--- config.mk ---
export PLATFORM = sky130hd
export DESIGN_NAME = dvp_tx_controller_flat
export DESIGN_NICKNAME = d
export VERILOG_FILES = /design/src/rtl/dvp_tx_pkg.sv /design/src/rtl/dvp_tx_controller_if.sv /design/src/rtl/dvp_tx_timing.sv /design/src/rtl/dvp_tx_controller.sv /design/src/flat_wrapper.sv
export SDC_FILE = /design/constraint.sdc
export NUM_CORES = 1
export LEC_CHECK = 0
export ABC_AREA = 1
export CAP_MARGIN = 10
export CORE_ASPECT_RATIO = 1.4
export CORE_MARGIN = 5
export CORE_UTILIZATION = 50
export DETAILED_ROUTE_END_ITERATION = 8
export PLACE_DENSITY = 0.75
export SLEW_MARGIN = 25
export SYNTH_ARGS = -nofsm -noshare
export SYNTH_HDL_FRONTEND = slang
export SYNTH_SLANG_ARGS = --single-unit
--- constraint.sdc ---
create_clock -name clk -period 2.15 [get_ports clk]
set_clock_uncertainty 0.05 [all_clocks]
set_input_delay 0.43 -clock clk [delete_from_list [all_inputs] [get_ports clk]]
set_output_delay 0.43 -clock clk [all_outputs]
set_load 0.1 [all_outputs]
--- src/rtl/dvp_tx_pkg.sv ---
// Shared types, default frame timing and sizing helpers for the DVP transmit path.
package dvp_tx_pkg;

  typedef enum logic [2:0] {
    ST_IDLE = 3'd0,
    ST_SYNC = 3'd1,
    ST_BP   = 3'd2,
    ST_ACT  = 3'd3,
    ST_FP   = 3'd4
  } dvp_state_e;

  localparam int unsigned DEF_DVP_DATA_W = 8;
  localparam int unsigned DEF_H_ACT      = 1280;
  localparam int unsigned DEF_H_BLK      = 144;
  localparam int unsigned DEF_HS_W       = 16;
  localparam int unsigned DEF_V_SYNC     = 3;
  localparam int unsigned DEF_V_BP       = 17;
  localparam int unsigned DEF_V_ACT      = 480;
  localparam int unsigned DEF_V_FP       = 10;

  // Bits needed to hold 0..n-1, never less than one.
  function automatic int unsigned cnt_w(input int unsigned n);
    return (n > 1) ? $clog2(n) : 1;
  endfunction

  function automatic int unsigned max4(input int unsigned a, input int unsigned b,
                                       input int unsigned c, input int unsigned d);
    int unsigned m;
    m = a;
    if (b > m) m = b;
    if (c > m) m = c;
    if (d > m) m = d;
    return m;
  endfunction

endpackage

--- src/rtl/dvp_tx_controller_if.sv ---
// Byte-stream handshake, run control and DVP output bundle of the transmit controller.
interface dvp_tx_controller_if
  import dvp_tx_pkg::*;
#(
  parameter int unsigned DVP_DATA_W = DEF_DVP_DATA_W
);
  logic                  tx_start_i;
  logic [DVP_DATA_W-1:0] pxl_i;
  logic                  pxl_vld_i;
  logic                  pxl_rdy_o;
  logic                  dvp_pclk_o;
  logic [DVP_DATA_W-1:0] dvp_d_o;
  logic                  dvp_href_o;
  logic                  dvp_vsync_o;
  logic                  dvp_hsync_o;
  logic                  frame_done_o;
  logic                  underflow_o;

  modport master (
    output tx_start_i, pxl_i, pxl_vld_i,
    input  pxl_rdy_o, dvp_pclk_o, dvp_d_o, dvp_href_o, dvp_vsync_o, dvp_hsync_o,
           frame_done_o, underflow_o
  );

  modport slave (
    input  tx_start_i, pxl_i, pxl_vld_i,
    output pxl_rdy_o, dvp_pclk_o, dvp_d_o, dvp_href_o, dvp_vsync_o, dvp_hsync_o,
           frame_done_o, underflow_o
  );
endinterface

--- src/rtl/dvp_tx_timing.sv ---
// Pixel-clock phase, line/frame counters, frame FSM and registered sync/href generation.
module dvp_tx_timing
  import dvp_tx_pkg::*;
#(
  parameter int unsigned H_ACT  = DEF_H_ACT,
  parameter int unsigned H_BLK  = DEF_H_BLK,
  parameter int unsigned HS_W   = DEF_HS_W,
  parameter int unsigned V_SYNC = DEF_V_SYNC,
  parameter int unsigned V_BP   = DEF_V_BP,
  parameter int unsigned V_ACT  = DEF_V_ACT,
  parameter int unsigned V_FP   = DEF_V_FP
) (
  input  logic clk,
  input  logic rst,
  input  logic tx_start,
  output logic pclk,
  output logic href,
  output logic vsync,
  output logic hsync,
  output logic tick,
  output logic act_slot_next,
  output logic sync_entry,
  output logic frame_end
);

  localparam int unsigned LINE = H_ACT + H_BLK;
  localparam int unsigned HW   = cnt_w(LINE);
  localparam int unsigned VW   = cnt_w(max4(V_SYNC, V_BP, V_ACT, V_FP));

  localparam logic [HW-1:0] H_LAST    = HW'(LINE - 1);
  localparam logic [HW-1:0] H_ACT_C   = HW'(H_ACT);
  localparam logic [HW-1:0] H_HS_LAST = HW'(H_ACT + HS_W - 1);
  localparam logic [VW-1:0] VS_LAST   = VW'(V_SYNC - 1);
  localparam logic [VW-1:0] VB_LAST   = VW'(V_BP - 1);
  localparam logic [VW-1:0] VA_LAST   = VW'(V_ACT - 1);
  localparam logic [VW-1:0] VF_LAST   = VW'(V_FP - 1);

  logic          ph;
  dvp_state_e    state, state_nxt;
  logic [HW-1:0] hcnt, hcnt_nxt;
  logic [VW-1:0] vcnt, vcnt_nxt, v_last;
  logic          href_nxt, vsync_nxt, hsync_nxt;

  // state/counters describe the slot currently on the pins; outputs are
  // registered from the *next* slot on each tick so both move together
  always_ff @(posedge clk or posedge rst) begin
    if (rst) begin
      ph    <= 1'b0;
      state <= ST_IDLE;
      hcnt  <= '0;
      vcnt  <= '0;
      href  <= 1'b0;
      vsync <= 1'b0;
      hsync <= 1'b0;
    end else begin
      ph <= ~ph;
      if (ph) begin
        state <= state_nxt;
        hcnt  <= hcnt_nxt;
        vcnt  <= vcnt_nxt;
        href  <= href_nxt;
        vsync <= vsync_nxt;
        hsync <= hsync_nxt;
      end
    end
  end

  always_comb begin
    state_nxt = state;
    hcnt_nxt  = hcnt;
    vcnt_nxt  = vcnt;
    case (state)
      ST_SYNC: v_last = VS_LAST;
      ST_BP:   v_last = VB_LAST;
      ST_ACT:  v_last = VA_LAST;
      ST_FP:   v_last = VF_LAST;
      default: v_last = '0;
    endcase
    if (state == ST_IDLE) begin
      hcnt_nxt = '0;
      vcnt_nxt = '0;
      if (tx_start) state_nxt = ST_SYNC;
    end else if (hcnt == H_LAST) begin
      hcnt_nxt = '0;
      if (vcnt == v_last) begin
        vcnt_nxt = '0;
        case (state)
          ST_SYNC: state_nxt = ST_BP;
          ST_BP:   state_nxt = ST_ACT;
          ST_ACT:  state_nxt = ST_FP;
          ST_FP:   state_nxt = tx_start ? ST_SYNC : ST_IDLE;
          default: state_nxt = ST_IDLE;
        endcase
      end else begin
        vcnt_nxt = vcnt + 1'b1;
      end
    end else begin
      hcnt_nxt = hcnt + 1'b1;
    end
  end

  always_comb begin
    href_nxt      = (state_nxt == ST_ACT) && (hcnt_nxt < H_ACT_C);
    hsync_nxt     = (state_nxt == ST_ACT) && (hcnt_nxt >= H_ACT_C) && (hcnt_nxt <= H_HS_LAST);
    vsync_nxt     = (state_nxt == ST_SYNC);
    tick          = ph;
    pclk          = ph;
    act_slot_next = ph && href_nxt;
    sync_entry    = ph && (state_nxt == ST_SYNC) && (state != ST_SYNC);
    frame_end     = ph && (state_nxt == ST_FP) && (hcnt_nxt == H_LAST) && (vcnt_nxt == VF_LAST);
  end

endmodule

--- src/rtl/dvp_tx_controller.sv ---
// DVP transmit controller: frame timing plus byte handshake, data register and status flags.
module dvp_tx_controller
  import dvp_tx_pkg::*;
#(
  parameter int unsigned DVP_DATA_W = DEF_DVP_DATA_W,
  parameter int unsigned H_ACT      = DEF_H_ACT,
  parameter int unsigned H_BLK      = DEF_H_BLK,
  parameter int unsigned HS_W       = DEF_HS_W,
  parameter int unsigned V_SYNC     = DEF_V_SYNC,
  parameter int unsigned V_BP       = DEF_V_BP,
  parameter int unsigned V_ACT      = DEF_V_ACT,
  parameter int unsigned V_FP       = DEF_V_FP
) (
  input logic               clk,
  input logic               rst,
  dvp_tx_controller_if.slave bus
);

  logic                  pclk, href, vsync, hsync;
  logic                  tick, act_slot_next, sync_entry, frame_end;
  logic [DVP_DATA_W-1:0] d_q;
  logic                  underflow_q, frame_done_q;

  dvp_tx_timing #(
    .H_ACT  (H_ACT),
    .H_BLK  (H_BLK),
    .HS_W   (HS_W),
    .V_SYNC (V_SYNC),
    .V_BP   (V_BP),
    .V_ACT  (V_ACT),
    .V_FP   (V_FP)
  ) u_timing (
    .clk           (clk),
    .rst           (rst),
    .tx_start      (bus.tx_start_i),
    .pclk          (pclk),
    .href          (href),
    .vsync         (vsync),
    .hsync         (hsync),
    .tick          (tick),
    .act_slot_next (act_slot_next),
    .sync_entry    (sync_entry),
    .frame_end     (frame_end)
  );

  // A missing byte blanks its slot and flags underflow; timing never stalls.
  always_ff @(posedge clk or posedge rst) begin
    if (rst) begin
      d_q          <= '0;
      underflow_q  <= 1'b0;
      frame_done_q <= 1'b0;
    end else begin
      frame_done_q <= frame_end;
      if (tick) begin
        d_q <= (act_slot_next && bus.pxl_vld_i) ? bus.pxl_i : '0;
        if (sync_entry)
          underflow_q <= 1'b0;
        else if (act_slot_next && !bus.pxl_vld_i)
          underflow_q <= 1'b1;
      end
    end
  end

  assign bus.pxl_rdy_o    = act_slot_next;
  assign bus.dvp_pclk_o   = pclk;
  assign bus.dvp_d_o      = d_q;
  assign bus.dvp_href_o   = href;
  assign bus.dvp_vsync_o  = vsync;
  assign bus.dvp_hsync_o  = hsync;
  assign bus.frame_done_o = frame_done_q;
  assign bus.underflow_o  = underflow_q;

endmodule

--- src/flat_wrapper.sv ---
// flat-port wrapper written by rule: the top's interface ports become plain ports
module dvp_tx_controller_flat import dvp_tx_pkg::*;
#(
  parameter int unsigned DVP_DATA_W = DEF_DVP_DATA_W,
  parameter int unsigned H_ACT      = DEF_H_ACT,
  parameter int unsigned H_BLK      = DEF_H_BLK,
  parameter int unsigned HS_W       = DEF_HS_W,
  parameter int unsigned V_SYNC     = DEF_V_SYNC,
  parameter int unsigned V_BP       = DEF_V_BP,
  parameter int unsigned V_ACT      = DEF_V_ACT,
  parameter int unsigned V_FP       = DEF_V_FP
)
  (clk, rst, bus_tx_start_i, bus_pxl_i, bus_pxl_vld_i, bus_pxl_rdy_o, bus_dvp_pclk_o, bus_dvp_d_o, bus_dvp_href_o, bus_dvp_vsync_o, bus_dvp_hsync_o, bus_frame_done_o, bus_underflow_o);
  dvp_tx_controller_if #(.DVP_DATA_W(DVP_DATA_W)) bus_i ();
  input logic clk;
  input logic rst;
  input wire logic [$bits(bus_i.tx_start_i)-1:0] bus_tx_start_i;
  input wire logic [$bits(bus_i.pxl_i)-1:0] bus_pxl_i;
  input wire logic [$bits(bus_i.pxl_vld_i)-1:0] bus_pxl_vld_i;
  output wire logic [$bits(bus_i.pxl_rdy_o)-1:0] bus_pxl_rdy_o;
  output wire logic [$bits(bus_i.dvp_pclk_o)-1:0] bus_dvp_pclk_o;
  output wire logic [$bits(bus_i.dvp_d_o)-1:0] bus_dvp_d_o;
  output wire logic [$bits(bus_i.dvp_href_o)-1:0] bus_dvp_href_o;
  output wire logic [$bits(bus_i.dvp_vsync_o)-1:0] bus_dvp_vsync_o;
  output wire logic [$bits(bus_i.dvp_hsync_o)-1:0] bus_dvp_hsync_o;
  output wire logic [$bits(bus_i.frame_done_o)-1:0] bus_frame_done_o;
  output wire logic [$bits(bus_i.underflow_o)-1:0] bus_underflow_o;
  assign bus_i.tx_start_i = bus_tx_start_i;
  assign bus_i.pxl_i = bus_pxl_i;
  assign bus_i.pxl_vld_i = bus_pxl_vld_i;
  assign bus_pxl_rdy_o = bus_i.pxl_rdy_o;
  assign bus_dvp_pclk_o = bus_i.dvp_pclk_o;
  assign bus_dvp_d_o = bus_i.dvp_d_o;
  assign bus_dvp_href_o = bus_i.dvp_href_o;
  assign bus_dvp_vsync_o = bus_i.dvp_vsync_o;
  assign bus_dvp_hsync_o = bus_i.dvp_hsync_o;
  assign bus_frame_done_o = bus_i.frame_done_o;
  assign bus_underflow_o = bus_i.underflow_o;
  dvp_tx_controller #(.DVP_DATA_W(DVP_DATA_W), .H_ACT(H_ACT), .H_BLK(H_BLK), .HS_W(HS_W), .V_SYNC(V_SYNC), .V_BP(V_BP), .V_ACT(V_ACT), .V_FP(V_FP)) u_core (.clk(clk), .rst(rst), .bus(bus_i));
endmodule
* Yosys cells after proc, flatten, opt, wreduce, memory -nomap -nowiden
Cells that the tools add are included.
Word-level totals: register bits 37, input port bits 12, output and inout port bits 15
Cells by class: $add $sub $neg 2, magnitude comparators 3, equal/unequal tests 12, mux-type cells 15, bitwise logic cells 1, reduce and logical (&&, ||, !) cells 15
Operator list (count):
- 9-bit case mux with 4 select lines | 1
- 9-bit two-way mux | 3
- 11-bit equality test (second input constant) | 2
- 11-bit two-way mux | 2
- 3-bit two-way mux | 4
- 3-bit case mux with 4 select lines | 1
- 11-bit by 1-bit adder with 11-bit output (second input constant) | 1
- 11-bit >= comparator (second input constant) | 1
- 11-bit <= comparator (second input constant) | 1
- 1-bit logical AND | 11
- 11-bit less-than comparator (second input constant) | 1
- 9-bit by 1-bit adder with 9-bit output (second input constant) | 1
- 3-bit by 2-bit equality test with 1-bit output (second input constant) | 3
- 9-bit by 4-bit equality test with 1-bit output (second input constant) | 1
- 9-bit equality test | 1
- 8-bit two-way mux | 1
- 3-bit by 1-bit equality test with 1-bit output (second input constant) | 2
- 3-bit equality test (second input constant) | 2
- 3-bit logical NOT | 1
- 1-bit two-way mux | 3
- 3-bit by 1-bit != test with 1-bit output (second input constant) | 1
- 2-bit AND reduction | 1
- 2-bit nonzero test | 1
- 1-bit logical NOT | 1
- 1-bit NOT | 1

* Depth between registers and ports, before layout
Gate-level depths: netlist of the first run.
depth after elaboration 12, gate-level depth with buffers 15, gate-level depth less buffers 14

* Hierarchy
From an unflattened synthesis of the first run, not the netlist that was laid out.
Second synthesis, totals: cell total of the unflattened synthesis 388, area, all modules 2650.0 µm²
By module, submodules not included:
- dvp_tx_timing | instances 1, cells an instance 344, area each 2229.6 µm²
- dvp_tx_controller | instances 1, cells an instance 44, area each 420.4 µm²

* Worst setup path after synthesis of the first run
No wires, ideal clock.
path type reg-to-output, start register u_core.u_timing.ph (netlist: u_core.u_timing.pclk), end output port bus_pxl_rdy_o, arrival time 2205 ps, path slack -535 ps, cell stages (with the launch flop) 6, path through dfrtp_1 > clkbuf_1 > inv_1 > nor2_2 > nand3_4 > inv_1
On the way: word-level cells in the longest chain between the ends 1
Ends and longest elaborated chain:
- start, declared | RTL line dvp_tx_timing.sv:38 | logic ph;
- start signal, assigned | RTL line dvp_tx_timing.sv:56 | ph <= ~ph;
- 1-bit logical AND | RTL line dvp_tx_timing.sv:108 | act_slot_next = ph && href_nxt;
- end, declared | RTL line flat_wrapper.sv:20 | output wire logic [$bits(bus_i.pxl_rdy_o)-1:0] bus_pxl_rdy_o;
No other way between the ends.

* Worst setup path after layout of the first run
start register u_core.u_timing.state[0], end output port bus_pxl_rdy_o
On the way: word-level cells in the longest chain between the ends 9, elaborated cells between the ends (all ways) 17
Ends and longest elaborated chain:
- start, declared | RTL line dvp_tx_timing.sv:39 | dvp_state_e state, state_nxt;
- start signal, assigned | RTL line dvp_tx_timing.sv:58 | state <= state_nxt;
- 3-bit equality test, or another cell as far along | RTL line dvp_tx_timing.sv:72, dvp_tx_timing.sv:87
- 9-bit case mux with 4 select lines | RTL line dvp_tx_timing.sv:72 | case (state)
- 9-bit equality test | RTL line dvp_tx_timing.sv:85 | if (vcnt == v_last) begin
- 3-bit two-way mux | RTL line dvp_tx_timing.sv:85
- 3-bit two-way mux | RTL line dvp_tx_timing.sv:83 | end else if (hcnt == H_LAST) begin
- 3-bit two-way mux | RTL line dvp_tx_timing.sv:79 | if (state == ST_IDLE) begin
- 3-bit by 2-bit equality test with 1-bit output | RTL line dvp_tx_timing.sv:103 | href_nxt = (state_nxt == ST_ACT) && (hcnt_nxt < H_ACT_C);
- 1-bit logical AND * | RTL line dvp_tx_timing.sv:103
- 1-bit logical AND * | RTL line dvp_tx_timing.sv:108
Mark *: on every way between the ends. The rest lies on a longest branch, timed or not.

==> impl_results.md, run 1 <==
- Worst Path Required: 1670 ps
- RSZ-0062 raised after global routing: yes
- Worst Hold Depth: 2
- Yosys top cell area share: 0.417
- Initial core utilization: 0.520
- Largest net degree at the start of global routing: 38
- Critical Path Fanout Max: 6
- Most used DFF post-synth: dfrtp_1
- Detailed Route Iter0 Violations: 166
- Top layer reached by signal wires: met4
- Reg2reg setup slack: -80 ps
- CTS tree: yes
- Synth Cell Area: 2220 µm²
- Tot Pwr: 1.48 mW
- Asr flop ratio synth: 1.00
- CP arrival: 2080 ps
- R2r endpoint: u_core.bus.dvp_d_o[6]
- Failing checks: setup timing
- Antenna violations before repair: 0
- FMAX: 391 MHz
- Metal-1 WL: 2.55 mm
- Status: complete, but fails checks
- CTS max path bufs: 2
- Die area: 5900 µm²
- Worst Slack Setup Final: -409 ps
- # rows: 28
- H-tree depth reported by CTS: 2
- Layout cells sized above 1: 0.328
- TritonRoute pass-1 iters: 4
- CTS Buf Count: 5
- Slew margin rel.: 0.680
- Synth Area per Inst: 7.29 µm²
- Placed cell areas: 2920 µm²
- Max-slew violations: 0
- Tcrit/Tclk final: 1.19
- Synth top cells by count: nand2_1, dfrtp_1, inv_1
- Total core area: 4270 µm²
- Sink Count: 37
- Total length of routed met2 wires: 3.51 mm
- Via density: 5.15
- DP HPWL: 4.35 mm
- # hold bufs at CTS: 0
- Vias in the first global route: 2,254
- Peak supply drop: 0.425 mV
- Wire per inst: 14.1 µm
- Clk_lat worst skew: 300 ps
- P&R area growth vs syn: 45.7%
- Count leader, synth: nand2_1
- Design area: 3240 µm²
- Number of max-cap violations: 0
- Sequential area share after synthesis: 0.417
- DRC: 0
- First-pass GRT wire length: 10.3 mm
- Synth area leader: dfrtp_1
- Final net count: 403
- Worst setup SP type: flip-flop
- Die extent in y: 88.9 µm
- Type of destination of the critical path: output port
- Critical Path Max Stage Delay: 480 ps
- Port Buf Inserts: 26
- Most common cell on crit path: nand2_1
- Period minus WS final: 2560 ps
- GPL Wtd Cong: 0.867
- Routed Antenna Nets: 0
- Crit path kind: flip-flop to output port
- Worst reg2reg startpoint: u_core.u_timing.state[0]
- Final hold violations: 0
- Setup WS pre-CTS: -150 ps
- Actual slew at the worst max-slew pin: 480 ps
- Hold Crit Class: flip-flop to flip-flop
- Clk root buf: clkbuf_8
- Total Wirelength: 6.35 mm
- Via count: 2,318
- Net count after synthesis: 319
- WL met3: 165 µm
- Yosys cell types: 29
- Worst path cell trace: nor2_4 -> nand2_1 -> nand2_2 -> nand2_1 -> o21ai_4 -> nand4_2 -> nand2_1 -> nand2_2 -> nor2_4 -> nand3_4 -> clkinvlp_4 -> buf_12
- Leakage Power: 1.67 nW
- Post-synth EDFFs: 0
- Tot GR Track Use: 0.229
- P per Cell Area: 456 nW/µm²
- Final setup viols: 9
- Hold_sp: u_core.bus.dvp_d_o[2]
- Diode count: 0
- Hold Path Sink: u_core.bus.dvp_d_o[2]
- Gr ovfl total: 0
- Synth warnings: 0
- Synthesized netlist cell count: 305
- Clock-pin slew on the worst setup and hold paths: 80 ps
- Flops & latches, synth: 37
- Chip Width: 66.3 µm
- Reg2Reg Depth: 15
- # IOs: 27
- Slowest cell on crit path: dfrtp_2
- Synth area leaders: dfrtp_1, nand2_1, nand3_1, o21ai_0, inv_1
==> flip-flops by register name (all words and copies together) (netlist names) <==
register and count:
u_core.u_timing.state 3, u_core.u_timing.hcnt 11, u_core.bus.dvp_d_o 8, u_core.u_timing.vsync 1, u_core.bus.underflow_o 1, u_core.u_timing.href 1, u_core.bus.frame_done_o 1, u_core.u_timing.vcnt 9
u_core.u_timing.pclk 1, u_core.u_timing.hsync 1
==> report_power, final <==
group | total (mW) | leakage, nW | switching, mW | internal, mW
registers | 0.695 | 0.483 | 0 | 0.695
clock network | 0.744 | 0.0687 | 0.277 | 0.467
logic | 0.0363 | 1.11 | 0.0174 | 0.0189
total | 1.48 | 1.67 | 0.294 | 1.18
==> metal layers <==
metal / up-vias / GRT usage
li1: 1155 / -
met1: 1098 / 0.279
met2: 52 / 0.407
met3: 13 / 0.0330
met4: 0 / 0.0832
met5: - / 0
==> cells by family after synthesis <==
logic type / after synthesis / share of synthesized area
compound gates: 39 / 0.0952
flops: 37 / 0.417
buf+inv: 43 / 0.0760
fa+ha+maj: 2 / 0.0113
xor+xnor: 6 / 0.0236
simple gates: 178 / 0.377
==> layout by cell type (no fill, tap or decap), drive strengths merged <==
master           n
clkbuf           5
nor3             4
nand3b           2
bufinv           2
o22ai            2
nor2            24
inv             35
xor2             6
a21oi            7
o21a             1
a22oi            1
nor3b            1
nand4           10
o21ai           26
dfrtp           37
clkdlybuf4s50   11
clkinvlp         1
nand2          102
nand3           35
buf             74
o211ai           2
ha               2
==> worst max-delay path by stage <==
stage / slack, ps / cells past startpoint / to / start
finish: -410 / 12 / bus_pxl_rdy_o / u_core.u_timing.state[0]
global route: -530 / 13 / bus_pxl_rdy_o / u_core.u_timing.state[0]
CTS: -390 / 10 / bus_pxl_rdy_o / u_core.u_timing.hcnt[1]
detailed placement: -150 / 12 / bus_pxl_rdy_o / u_core.u_timing.state[1]
global placement: -110 / 9 / bus_pxl_rdy_o / u_core.u_timing.state[0]
floorplan: -150 / 13 / bus_pxl_rdy_o / u_core.u_timing.state[1]
==> through the flow <==
stage	hold slack (ps)	TNS, ps	std cells	util
after floorplan	423	-151	305	-
after global placement	414	-209	433	0.684
after detailed placement	417	-262	433	0.684
after CTS	439	-387	445	0.733
after global routing	468	-2410	450	0.758
final	436	-988	450	0.758
==> timing repair <==
action,4_1_cts,5_1_grt
pin swaps,2,15
gates resized for setup,13,18
endpoints found under the setup margin,10,11
buffers inserted,4,5
endpoints found under the hold margin,0,0
==> worst max-delay path, delay by kind of cell (launching register included) <==
| family | cells | cell delay (ps) |
|---|---|---|
| and+or+nand+nor | 9 | 960 |
| DFF | 1 | 480 |
| buffers and inverters | 2 | 260 |
| AOI/OAI and AO/OA | 1 | 90 |
==> final cells by class <==
type                            count  area [µm²]
Sequential cell                    37         931
Clock buffer                        5        68.8
Fill cell                         312        1040
Multi-Input combinational cell    225        1260
Timing Repair Buffer               85         698
Tap cell                           60        75.1
Inverter                           35         138
Clock inverter                      3        68.8
No activity file was read; power rests on OpenSTA's default activity.
==> inputs of run 2 (changes only) <==
--- a/config.mk
+++ b/config.mk
@@ -12,6 +12,7 @@
 export CORE_UTILIZATION = 50
 export DETAILED_ROUTE_END_ITERATION = 8
 export PLACE_DENSITY = 0.75
+export SKIP_LAST_GASP = 1
 export SLEW_MARGIN = 25
 export SYNTH_ARGS = -nofsm -noshare
 export SYNTH_HDL_FRONTEND = slang
==> impl_results.md, run 2 (synthesis results as in run 1) <==
- H-tree depth reported by CTS: 2
- Reg2Reg Depth: 15
- GPL Wtd Cong: 0.867
- Hold_ws: 437 ps
- Sequential share of power: 0.472
- Worst Path Required: 1670 ps
- # rows: 28
- Detailed Route Iter0 Violations: 203
- P per Cell Area: 457 nW/µm²
- Leakage Power: 1.67 nW
- Clock share of power: 0.503
- Switching power: 291 µW
- CP arrival: 2080 ps
- Crit path kind: flip-flop to output port
- Most common cell after layout, fill and taps aside: nand2_1
- Failing checks: setup timing
- Die area: 5900 µm²
- TritonRoute pass-1 iters: 4
- Wire per inst: 13.9 µm
- Worst setup SP type: flip-flop
- Port Buf Inserts: 26
- Reg2reg setup slack: -70 ps
- Clk root buf: clkbuf_8
- Gr ovfl total: 0
- Hold Crit Class: flip-flop to flip-flop
- Final setup viols: 10
- Status: complete, but fails checks
- Tot GR Track Use: 0.229
- Placed cell areas: 2920 µm²
- Initial core utilization: 0.520
- Clock-pin slew on the worst setup and hold paths: 80 ps
- Commonest non-fill, non-tap cells in the layout: nand2_1, buf_4, dfrtp_1
- Max reg flops: 11
- Worst Slack Setup Final: -405 ps
- R2r endpoint: u_core.bus.dvp_d_o[6]
- Diode count: 0
- Final net count: 403
- Sink Count: 37
- # hold bufs at CTS: 0
- Critical Path Fanout Max: 6
- Vias in the first global route: 2,254
- RSZ-0062 raised after global routing: yes
- CTS max path bufs: 2
- P&R area growth vs syn: 44.9%
- Hold Path Sink: u_core.bus.dvp_d_o[1]
- Max-slew violations: 0
- Design area: 3220 µm²
- Chip Width: 66.3 µm
- GR peak layer: met2
- DRC: 0
- Routed Antenna Nets: 0
- CTS tree: yes
- Switching Share: 0.197
- Hold_sp: u_core.bus.dvp_d_o[1]
- Via count: 2,307
- FMAX: 391 MHz
- Worst reg2reg startpoint: u_core.u_timing.state[0]
- Final hold violations: 0
- Via density: 5.13
- # IOs: 27
- Combinational share of power: 0.025
- Period minus WS final: 2560 ps
- Post-Route Setup TNS: -936 ps
- Layout cells sized above 1: 0.321
- CTS Buf Count: 5
- M3 GR Usage: 0.0330
- Grt met1 use: 0.279
- GR Util met2: 0.407
- Worst Hold Depth: 2
- Total core area: 4270 µm²
- Slew margin rel.: 0.676
- Internal: 1.18 mW
- Tot Pwr: 1.47 mW
- Biggest register: u_core.u_timing.hcnt
- Peak supply drop: 0.425 mV
- Clk_lat worst skew: 290 ps
- DP HPWL: 4.35 mm
- Die extent in y: 88.9 µm
- Number of max-cap violations: 0
- Tcrit/Tclk final: 1.19
- Largest net degree at the start of global routing: 38
- Antenna violations before repair: 0
- Total Wirelength: 6.26 mm
- First-pass GRT wire length: 10.3 mm
- Filler Cell Count: 320
- Type of destination of the critical path: output port
- Actual slew at the worst max-slew pin: 487 ps
-- run 2: cell counts in the layout (fill, tap and decap cells not counted) --
Identical to the previous run, type by type.
-- run 2: worst max-delay path by stage --
stage,slack [ps],endpoint,startpoint
6_report,-410,bus_pxl_rdy_o,u_core.u_timing.state[0]
4_1_cts,-390,bus_pxl_rdy_o,u_core.u_timing.hcnt[1]
3_5_place_dp,-150,bus_pxl_rdy_o,u_core.u_timing.state[1]
2_1_floorplan,-150,bus_pxl_rdy_o,u_core.u_timing.state[1]
5_1_grt,-530,bus_pxl_rdy_o,u_core.u_timing.state[0]
3_3_place_gp,-110,bus_pxl_rdy_o,u_core.u_timing.state[0]
-- run 2: routing by layer --
layer | up-vias | share of wire
li1 | 1160 | -
met1 | 1086 | 0.39
met2 | 50 | 0.56
met3 | 11 | 0.038
met4 | 0 | 0.016
met5 | - | 0
-- run 2: stage by stage --
step                      std cells  utilization  worst slack [ps]
final                           450        0.754              -405
after detailed placement        433        0.684              -150
after CTS                       445        0.733              -387
after global placement          433        0.684              -111
after floorplan                 305            -              -151
after global routing            450        0.754              -528
-- run 2: worst max-delay path, cell delays in order, from the launching register on --
cell and delay, ps:
dfrtp_2 470, nor2_4 140, nand2_1 80, nand2_2 90
nand2_1 90, o21ai_4 90, nand4_2 130, nand2_1 110
nand2_2 80, nor2_4 140, nand3_4 90, clkinvlp_4 90
buf_12 170
-- run 2: power groups by stage --
| stage | Combinational (mW) | Clock, mW | Sequential, mW |
|---|---|---|---|
| after floorplan | 0.0113 | 0 | 0.709 |
| after global placement | 0.0366 | 0 | 0.709 |
| after detailed placement | 0.0371 | 0 | 0.709 |
| after CTS | 0.0373 | 0.759 | 0.695 |
| after global routing | 0.0402 | 0.788 | 0.695 |
| final | 0.0364 | 0.740 | 0.695 |
-- run 2: area by class of cell --
| type | count | area, µm² | area share |
|---|---|---|---|
| Sequential cell | 37 | 931 | 0.289 |
| Clock inverter | 3 | 68.8 | 0.0214 |
| Inverter | 35 | 138 | 0.0427 |
| Clock buffer | 5 | 68.8 | 0.0214 |
| Tap cell | 60 | 75.1 | 0.0233 |
| Multi-Input combinational cell | 225 | 1240 | 0.385 |
| Timing Repair Buffer | 85 | 698 | 0.217 |
-- run 2: timing repair --
action                     in CTS  in global routing
pin swaps                       2                 14
gates resized for setup        13                 14
setup endpoints to repair      10                 11
buffers inserted                4                  5
==> inputs of run 3 (changes only) <==
--- a/config.mk
+++ b/config.mk
@@ -10,6 +10,7 @@
 export CORE_ASPECT_RATIO = 1.4
 export CORE_MARGIN = 5
 export CORE_UTILIZATION = 50
+export CTS_CLUSTER_DIAMETER = 150
 export DETAILED_ROUTE_END_ITERATION = 8
 export PLACE_DENSITY = 0.75
 export SKIP_LAST_GASP = 1
==> results of run 3 <==
No change in the layout: final DEF, timing and power equal those of run 2.
